$ cat config.mk
export PLATFORM = sky130hd
export DESIGN_NAME = gpio_core
export DESIGN_NICKNAME = d
export VERILOG_FILES = /design/src/rtl/gpio_pkg.sv /design/src/rtl/gpio_in_sync.sv /design/src/rtl/gpio_core.sv
export SDC_FILE = /design/constraint.sdc
export NUM_CORES = 1
export LEC_CHECK = 0
export CORE_MARGIN = 3
export CORE_UTILIZATION = 40
export CTS_BUF_LIST = sky130_fd_sc_hd__clkbuf_4 sky130_fd_sc_hd__clkbuf_8
export CTS_CLUSTER_DIAMETER = 50
export DETAILED_ROUTE_END_ITERATION = 7
export PLACE_DENSITY = 0.74
export SLEW_MARGIN = 40
export SYNTH_ARGS = -nofsm -noshare
export SYNTH_HDL_FRONTEND = slang
export SYNTH_SLANG_ARGS = --single-unit
$ cat constraint.sdc
create_clock -name clk -period 3.8 [get_ports clk]
set_clock_uncertainty 0.2 [all_clocks]
set_input_delay 0.76 -clock clk [delete_from_list [all_inputs] [get_ports clk]]
set_output_delay 0.76 -clock clk [all_outputs]
set_load 0.01 [all_outputs]
$ cat src/rtl/gpio_pkg.sv
// Register map shared by the GPIO slot core and its sub-blocks.
// Offsets are word addresses on the 5-bit slot address bus.
package gpio_pkg;

    typedef logic [4:0] reg_addr_t;

    localparam reg_addr_t REG_DATA   = 5'd0;
    localparam reg_addr_t REG_SET    = 5'd1;
    localparam reg_addr_t REG_CLR    = 5'd2;
    localparam reg_addr_t REG_TOG    = 5'd3;
    localparam reg_addr_t REG_DIR    = 5'd4;
    localparam reg_addr_t REG_DIN    = 5'd5;
    localparam reg_addr_t REG_RISE   = 5'd6;
    localparam reg_addr_t REG_FALL   = 5'd7;
    localparam reg_addr_t REG_STATUS = 5'd8;
    localparam reg_addr_t REG_MASK   = 5'd9;

endpackage

$ cat src/rtl/gpio_in_sync.sv
// Pin input synchroniser with a previous-value flop and raw (unmasked) edge outputs.
// A din change reaches sync after SYNC_STAGES clocks; the edge pulses one cycle later in status.
module gpio_in_sync
    import gpio_pkg::*;
#(
    parameter int unsigned W           = 8,
    parameter int unsigned SYNC_STAGES = 2
) (
    input  logic         clk,
    input  logic         reset,
    input  logic [W-1:0] din,
    output logic [W-1:0] sync,
    output logic [W-1:0] rise,
    output logic [W-1:0] fall
);

    logic [W-1:0] stage_q [SYNC_STAGES];
    logic [W-1:0] sync_d_q;

    always_ff @(posedge clk or posedge reset) begin
        if (reset) begin
            for (int i = 0; i < SYNC_STAGES; i++) begin
                stage_q[i] <= '0;
            end
            sync_d_q <= '0;
        end else begin
            stage_q[0] <= din;
            for (int i = 1; i < SYNC_STAGES; i++) begin
                stage_q[i] <= stage_q[i-1];
            end
            sync_d_q <= stage_q[SYNC_STAGES-1];
        end
    end

    assign sync = stage_q[SYNC_STAGES-1];
    assign rise = sync & ~sync_d_q;
    assign fall = ~sync & sync_d_q;

endmodule

$ cat src/rtl/gpio_core.sv
// GPIO slot core: output data with set/clear/toggle aliases, direction, synchronised input,
// sticky maskable edge status and a level interrupt derived only from registered state.
module gpio_core
    import gpio_pkg::*;
#(
    parameter int unsigned W           = 8,
    parameter int unsigned SYNC_STAGES = 2,
    parameter logic [W-1:0] DOUT_RST   = '0
) (
    input  logic         clk,
    input  logic         reset,
    input  logic         cs,
    input  logic         read,
    input  logic         write,
    input  logic [4:0]   addr,
    input  logic [31:0]  wr_data,
    output logic [31:0]  rd_data,
    input  logic [W-1:0] din,
    output logic [W-1:0] dout,
    output logic [W-1:0] dir,
    output logic         irq
);

    logic         wr;
    logic [W-1:0] wd;
    logic [W-1:0] sync, rise_raw, fall_raw, clr_mask;
    logic [W-1:0] dout_q, dout_d, dir_q, dir_d;
    logic [W-1:0] rise_en_q, rise_en_d, fall_en_q, fall_en_d;
    logic [W-1:0] status_q, status_d, mask_q, mask_d;
    logic         unused_bits;

    assign wr = cs & write;
    assign wd = wr_data[W-1:0];
    // Reads have no side effects and upper write bits are dropped.
    assign unused_bits = ^{read, wr_data};

    gpio_in_sync #(
        .W           (W),
        .SYNC_STAGES (SYNC_STAGES)
    ) u_in_sync (
        .clk   (clk),
        .reset (reset),
        .din   (din),
        .sync  (sync),
        .rise  (rise_raw),
        .fall  (fall_raw)
    );

    always_comb begin
        dout_d    = dout_q;
        dir_d     = dir_q;
        rise_en_d = rise_en_q;
        fall_en_d = fall_en_q;
        mask_d    = mask_q;
        clr_mask  = '0;
        if (wr) begin
            case (addr)
                REG_DATA:   dout_d    = wd;
                REG_SET:    dout_d    = dout_q | wd;
                REG_CLR:    dout_d    = dout_q & ~wd;
                REG_TOG:    dout_d    = dout_q ^ wd;
                REG_DIR:    dir_d     = wd;
                REG_RISE:   rise_en_d = wd;
                REG_FALL:   fall_en_d = wd;
                REG_STATUS: clr_mask  = wd;
                REG_MASK:   mask_d    = wd;
                default:    ;
            endcase
        end
        // New edges are OR-ed in after the clear so a same-cycle edge survives W1C.
        status_d = (status_q & ~clr_mask) | (rise_raw & rise_en_q) | (fall_raw & fall_en_q);
    end

    always_ff @(posedge clk or posedge reset) begin
        if (reset) begin
            dout_q    <= DOUT_RST;
            dir_q     <= '0;
            rise_en_q <= '0;
            fall_en_q <= '0;
            status_q  <= '0;
            mask_q    <= '0;
        end else begin
            dout_q    <= dout_d;
            dir_q     <= dir_d;
            rise_en_q <= rise_en_d;
            fall_en_q <= fall_en_d;
            status_q  <= status_d;
            mask_q    <= mask_d;
        end
    end

    always_comb begin
        rd_data = '0;
        case (addr)
            REG_DATA:   rd_data[W-1:0] = dout_q;
            REG_DIR:    rd_data[W-1:0] = dir_q;
            REG_DIN:    rd_data[W-1:0] = sync;
            REG_RISE:   rd_data[W-1:0] = rise_en_q;
            REG_FALL:   rd_data[W-1:0] = fall_en_q;
            REG_STATUS: rd_data[W-1:0] = status_q;
            REG_MASK:   rd_data[W-1:0] = mask_q;
            default:    rd_data = '0;
        endcase
    end

    assign dout = dout_q;
    assign dir  = dir_q;
    assign irq  = |(status_q & mask_q);

endmodule
==> results by stage <==
Run status:
- The flow ran to the end, and the final reports show no timing, DRC or antenna violations.

Logic synthesis:
- The synthesized design contains 0 enable-type register cells.
- The area fraction in compound gates after synthesis is 0.125.
- The area share of fa/ha/maj cells after synthesis is 0.0529.
- The cell count after synthesis came out at 351.
- The main combinational cell family by area after synthesis is multiplexers.
- The fraction of synthesized cell area in xor and xnor cells is 0.
- The count of synthesis-stage warnings from yosys is 0.
- After synthesis the netlist holds a flip-flop and latch count of 72.
- Dividing the synthesized area by the synthesized cell count gives 10.8 µm².
- The multiplexer fraction of the synthesized cell area is 0.135.
- The basic-gate share of the synthesized area counting and, or, nand and nor cells is 0.123.
- The number of distinct library cell variants in the gate-level netlist after synthesis is 41.
- The async set or reset register ratio after synthesis is 1.00.
- The most used flip-flop cell after synthesis is sky130_fd_sc_hd__dfrtp_1.
- The part of the Yosys area used for sequential elements is 0.476.
- After synthesis the cells add up to 3790 µm².

Clock network:
- The clock passes through at most 2 buffers.
- The clock tree synthesis step divided the H-tree into 3 levels.
- The cell sitting at the root of the clock tree is a sky130_fd_sc_hd__clkbuf_8.
- The TritonCTS clock tree is yes.
- Once the clock tree was built, the setup fixing pass inserted 0 buffers.
- The clock sink count is 72.
- Clock-pin slew was measured on the worst setup and hold paths at 0.07 ns.
- The number of buffers added by the clock tree synthesis step is 9.
- The later-pin clock latency in the skew report is 0.35 ns.

Die:
- The initial core utilization is 0.422.
- The area of the core is 8980 µm².
- The y dimension of the die is 103 µm.
- The floorplan has 34 rows.
- The die is 103 µm wide.
- The number of top-level pins is 99.
- The area enclosed by the die boundary is 10,700 µm².

Layout:
- The share of layout cells above drive strength 1 is 0.206.
- Once layout is done, the placed cells without fillers occupy 4750 µm².
- The number of antenna diodes in the final layout is 0.
- The final-stage net count is 489.
- From synthesis to final layout, the design area changed by 25.4%.
- The utilization after layout is 0.529.
- The layout has 791 filler cells.
- The count of cells in the finished layout, fillers not included, comes to 554.

Drt:
- The detailed router placed 2,876 vias in this run.
- The post-detailed-route DRC marker count is 0.
- The sum of met3 wire segment lengths after detailed routing is 527 µm.
- The first detailed-routing pass ran for 4 iterations.
- After detailed routing, the average wire length per cell comes to 16.8 µm.
- After detailed routing, the wire length on met1 is 4020 µm.
- The first routing iteration left 134 violations.
- The count of antenna-violating nets left after detailed routing is 0.
- The final layout contains routed wiring with a total length of 9290 µm.
- The detailed router used layers up to and including met4.
- Using the TritonRoute via totals, the vias-per-cell ratio works out to 5.19.
- The detailed route wirelength on metal2 is 4550 µm.

Pwr:
- The total power is 2.09 mW.
- The worst-case IR drop observed on VDD is 334 µV.
- For this design the static power due to leakage is 2.14 nW.
- The power density normalized to cell area is 440 nW/µm².

Placed design:
- The congestion estimate from routability-driven global placement came to 0.890.
- The count of buffers from port buffering is 49.
- The placed wire-length estimate after detailed placement is 6640 µm.
- The standard cell area after detailed placement is 4510 µm².
- Prior to clock tree synthesis, the placed netlist has a worst setup slack of 0.0660 ns.
- The number of placed instances, taps included, is 538.

Min path:
- The path class of the tightest hold or removal check is reg2reg.

Setup path:
- STA classifies the critical path startpoint as a primary input.
- In this run the worst path has a maximum fanout of 5.
- The slowest stage of the critical path is the sky130_fd_sc_hd__clkdlybuf4s50_1 cell.
- The worst setup path is captured at an output pin.
- The count of buffering cells on the critical path with inverters included is 3.
- The data required time of the worst path is 2.84 ns.
- Data on the critical path arrives at its endpoint at 2.75 ns.
- The type of the setup path with the least slack is in2out.
- In this design, the critical path's most frequently occurring cell is sky130_fd_sc_hd__clkdlybuf4s50_1.
- Traced cell by cell, the critical path runs through clkdlybuf4s50_1, nor2b_2, nand2b_1, o311ai_0, buf_4, clkdlybuf4s50_1.
- For this run, the slowest stage of the critical path takes 0.61 ns.
- The largest delay contributor family on the critical path is buffers and inverters.

Timing:
- The final number of hold-violating endpoints is 0.
- The total count of max-transition violations in the final report is 0.
- The final critical delay including setup and external delays is 3.71 ns.
- The worst setup slack after layout is 0.0905 ns.
- In this run the tightest slew margin relative to its limit is 0.495.
- Setup violations remaining at the end of the flow were counted as 0.
- The final clock period utilization by the worst path is 0.976.
- The minimum hold slack is 0.145 ns.
- The fmax is 0.270 GHz.
- The setup TNS is 0 ns.
- At the pin with the least slew margin, the transition time is 0.755 ns.
- Setup repair after global routing left no endpoint under its margin.

Flow run:
- Across the run, the number of max-cap violations was 0.

GRT:
- The initial antenna violation count is 0.
- The number of global-route vias before repair is 2,938.
- The pin count of the biggest net entering global routing is 43.
- Across every metal layer, demand over resource in global routing totals 0.186.
- The first global-routing pass estimated 14,800 µm of wire.
- Global routing finished with a remaining overflow of 0.
==> worst register-to-register path: stages, from the launching register on <==
cell and delay [ns]:
sky130_fd_sc_hd__dfrtp_1 0.41, sky130_fd_sc_hd__inv_1 0.08, sky130_fd_sc_hd__ha_1 0.27, sky130_fd_sc_hd__mux4_2 0.46, sky130_fd_sc_hd__nor2_1 0.11, sky130_fd_sc_hd__a21oi_1 0.07
==> final timing paths <==
check	from	to	slack, ns	cells past startpoint
hold / removal	u_in_sync.stage_q[9]$_DFF_PP0_	u_in_sync.sync[1]$_DFF_PP0_	0.15	0
min in group asynchronous	reset	u_in_sync.sync[3]$_DFF_PP0_	0.62	2
setup / recovery	addr[2]	rd_data[6]	0.09	6
hold reg to reg	u_in_sync.stage_q[9]$_DFF_PP0_	u_in_sync.sync[1]$_DFF_PP0_	0.15	0
setup reg to reg	dout[0]$_DFFE_PP0P_	dout[0]$_DFFE_PP0P_	2.05	5
max in group asynchronous	reset	status_q[7]$_DFF_PP0_	2.13	3
==> cell usage after synthesis, types with 5 or more instances <==
cell type                   n  area (µm²)
sky130_fd_sc_hd__clkbuf_1   7        26.3
sky130_fd_sc_hd__buf_4     24         180
sky130_fd_sc_hd__a22o_1     6        52.6
sky130_fd_sc_hd__ha_1      16         200
sky130_fd_sc_hd__a22oi_1    8        60.1
sky130_fd_sc_hd__nor2_1    14        52.6
sky130_fd_sc_hd__dfrtp_1   72        1800
sky130_fd_sc_hd__a31oi_1    5        31.3
sky130_fd_sc_hd__o221ai_1   5        43.8
sky130_fd_sc_hd__mux2i_1    6        60.1
sky130_fd_sc_hd__nand3b_1   8        60.1
sky130_fd_sc_hd__nand2_1   40         150
sky130_fd_sc_hd__buf_2      6        30.0
sky130_fd_sc_hd__a21oi_1   10        50.1
sky130_fd_sc_hd__mux2_2    32         360
sky130_fd_sc_hd__inv_1     25        93.8
sky130_fd_sc_hd__a21o_1     8        60.1
sky130_fd_sc_hd__o21ai_0   21         105
==> flip-flops by register name (all words and copies together), names as in the netlist <==
register            cells
u_in_sync.sync          8
mask_q                  8
dout                    8
fall_en_q               8
rise_en_q               8
status_q                8
u_in_sync.stage_q       8
dir                     8
u_in_sync.sync_d_q      8
==> area by class of cell <==
cell class	instances	area [µm²]	share of cell area
Sequential cell	72	1800	0.379
Multi-Input combinational cell	240	1740	0.367
Timing Repair Buffer	75	726	0.153
Clock buffer	13	160	0.0337
Tap cell	126	158	0.0332
Inverter	25	93.8	0.0198
Clock inverter	3	65.1	0.0137
==> what timing repair did <==
action                     in CTS  in global routing
setup endpoints to repair       0                  5
hold buffers                    0                  0
hold endpoints to repair        0                  0
resized for setup               0                  4
==> logic make-up after synthesis <==
logic type / Yosys count
AND/OR/NAND/NOR: 86
AO/OA/AOI/OAI: 72
flip-flops: 72
buffers and inverters: 62
multiplexers: 42
adder cells (fa/ha/maj): 16
other: 1
==> power by group <==
group	leakage (nW)	internal [mW]	switching (mW)
registers	0.878	0.868	0.0947
clock network	0.118	0.409	0.284
logic	1.14	0.237	0.198
total	2.14	1.52	0.576
==> layer usage <==
| layer | vias up | track usage |
|---|---|---|
| met3 | 14 | 0.0389 |
| li1 | 1336 | - |
| met4 | 0 | 0.0807 |
| met5 | - | 0 |
| met1 | 1435 | 0.240 |
| met2 | 91 | 0.305 |
==> cell usage in the layout (no fill, tap or decap), types with 14 or more instances in the layout <==
cell and count:
sky130_fd_sc_hd__o21ai_0 21, sky130_fd_sc_hd__clkdlybuf4s50_1 45, sky130_fd_sc_hd__dfrtp_1 72, sky130_fd_sc_hd__inv_1 24, sky130_fd_sc_hd__buf_4 23, sky130_fd_sc_hd__nor2_1 14
sky130_fd_sc_hd__mux2_2 32, sky130_fd_sc_hd__nand2_1 40, sky130_fd_sc_hd__ha_1 16, sky130_fd_sc_hd__conb_1 24
(Power assumes the default switching activity.)
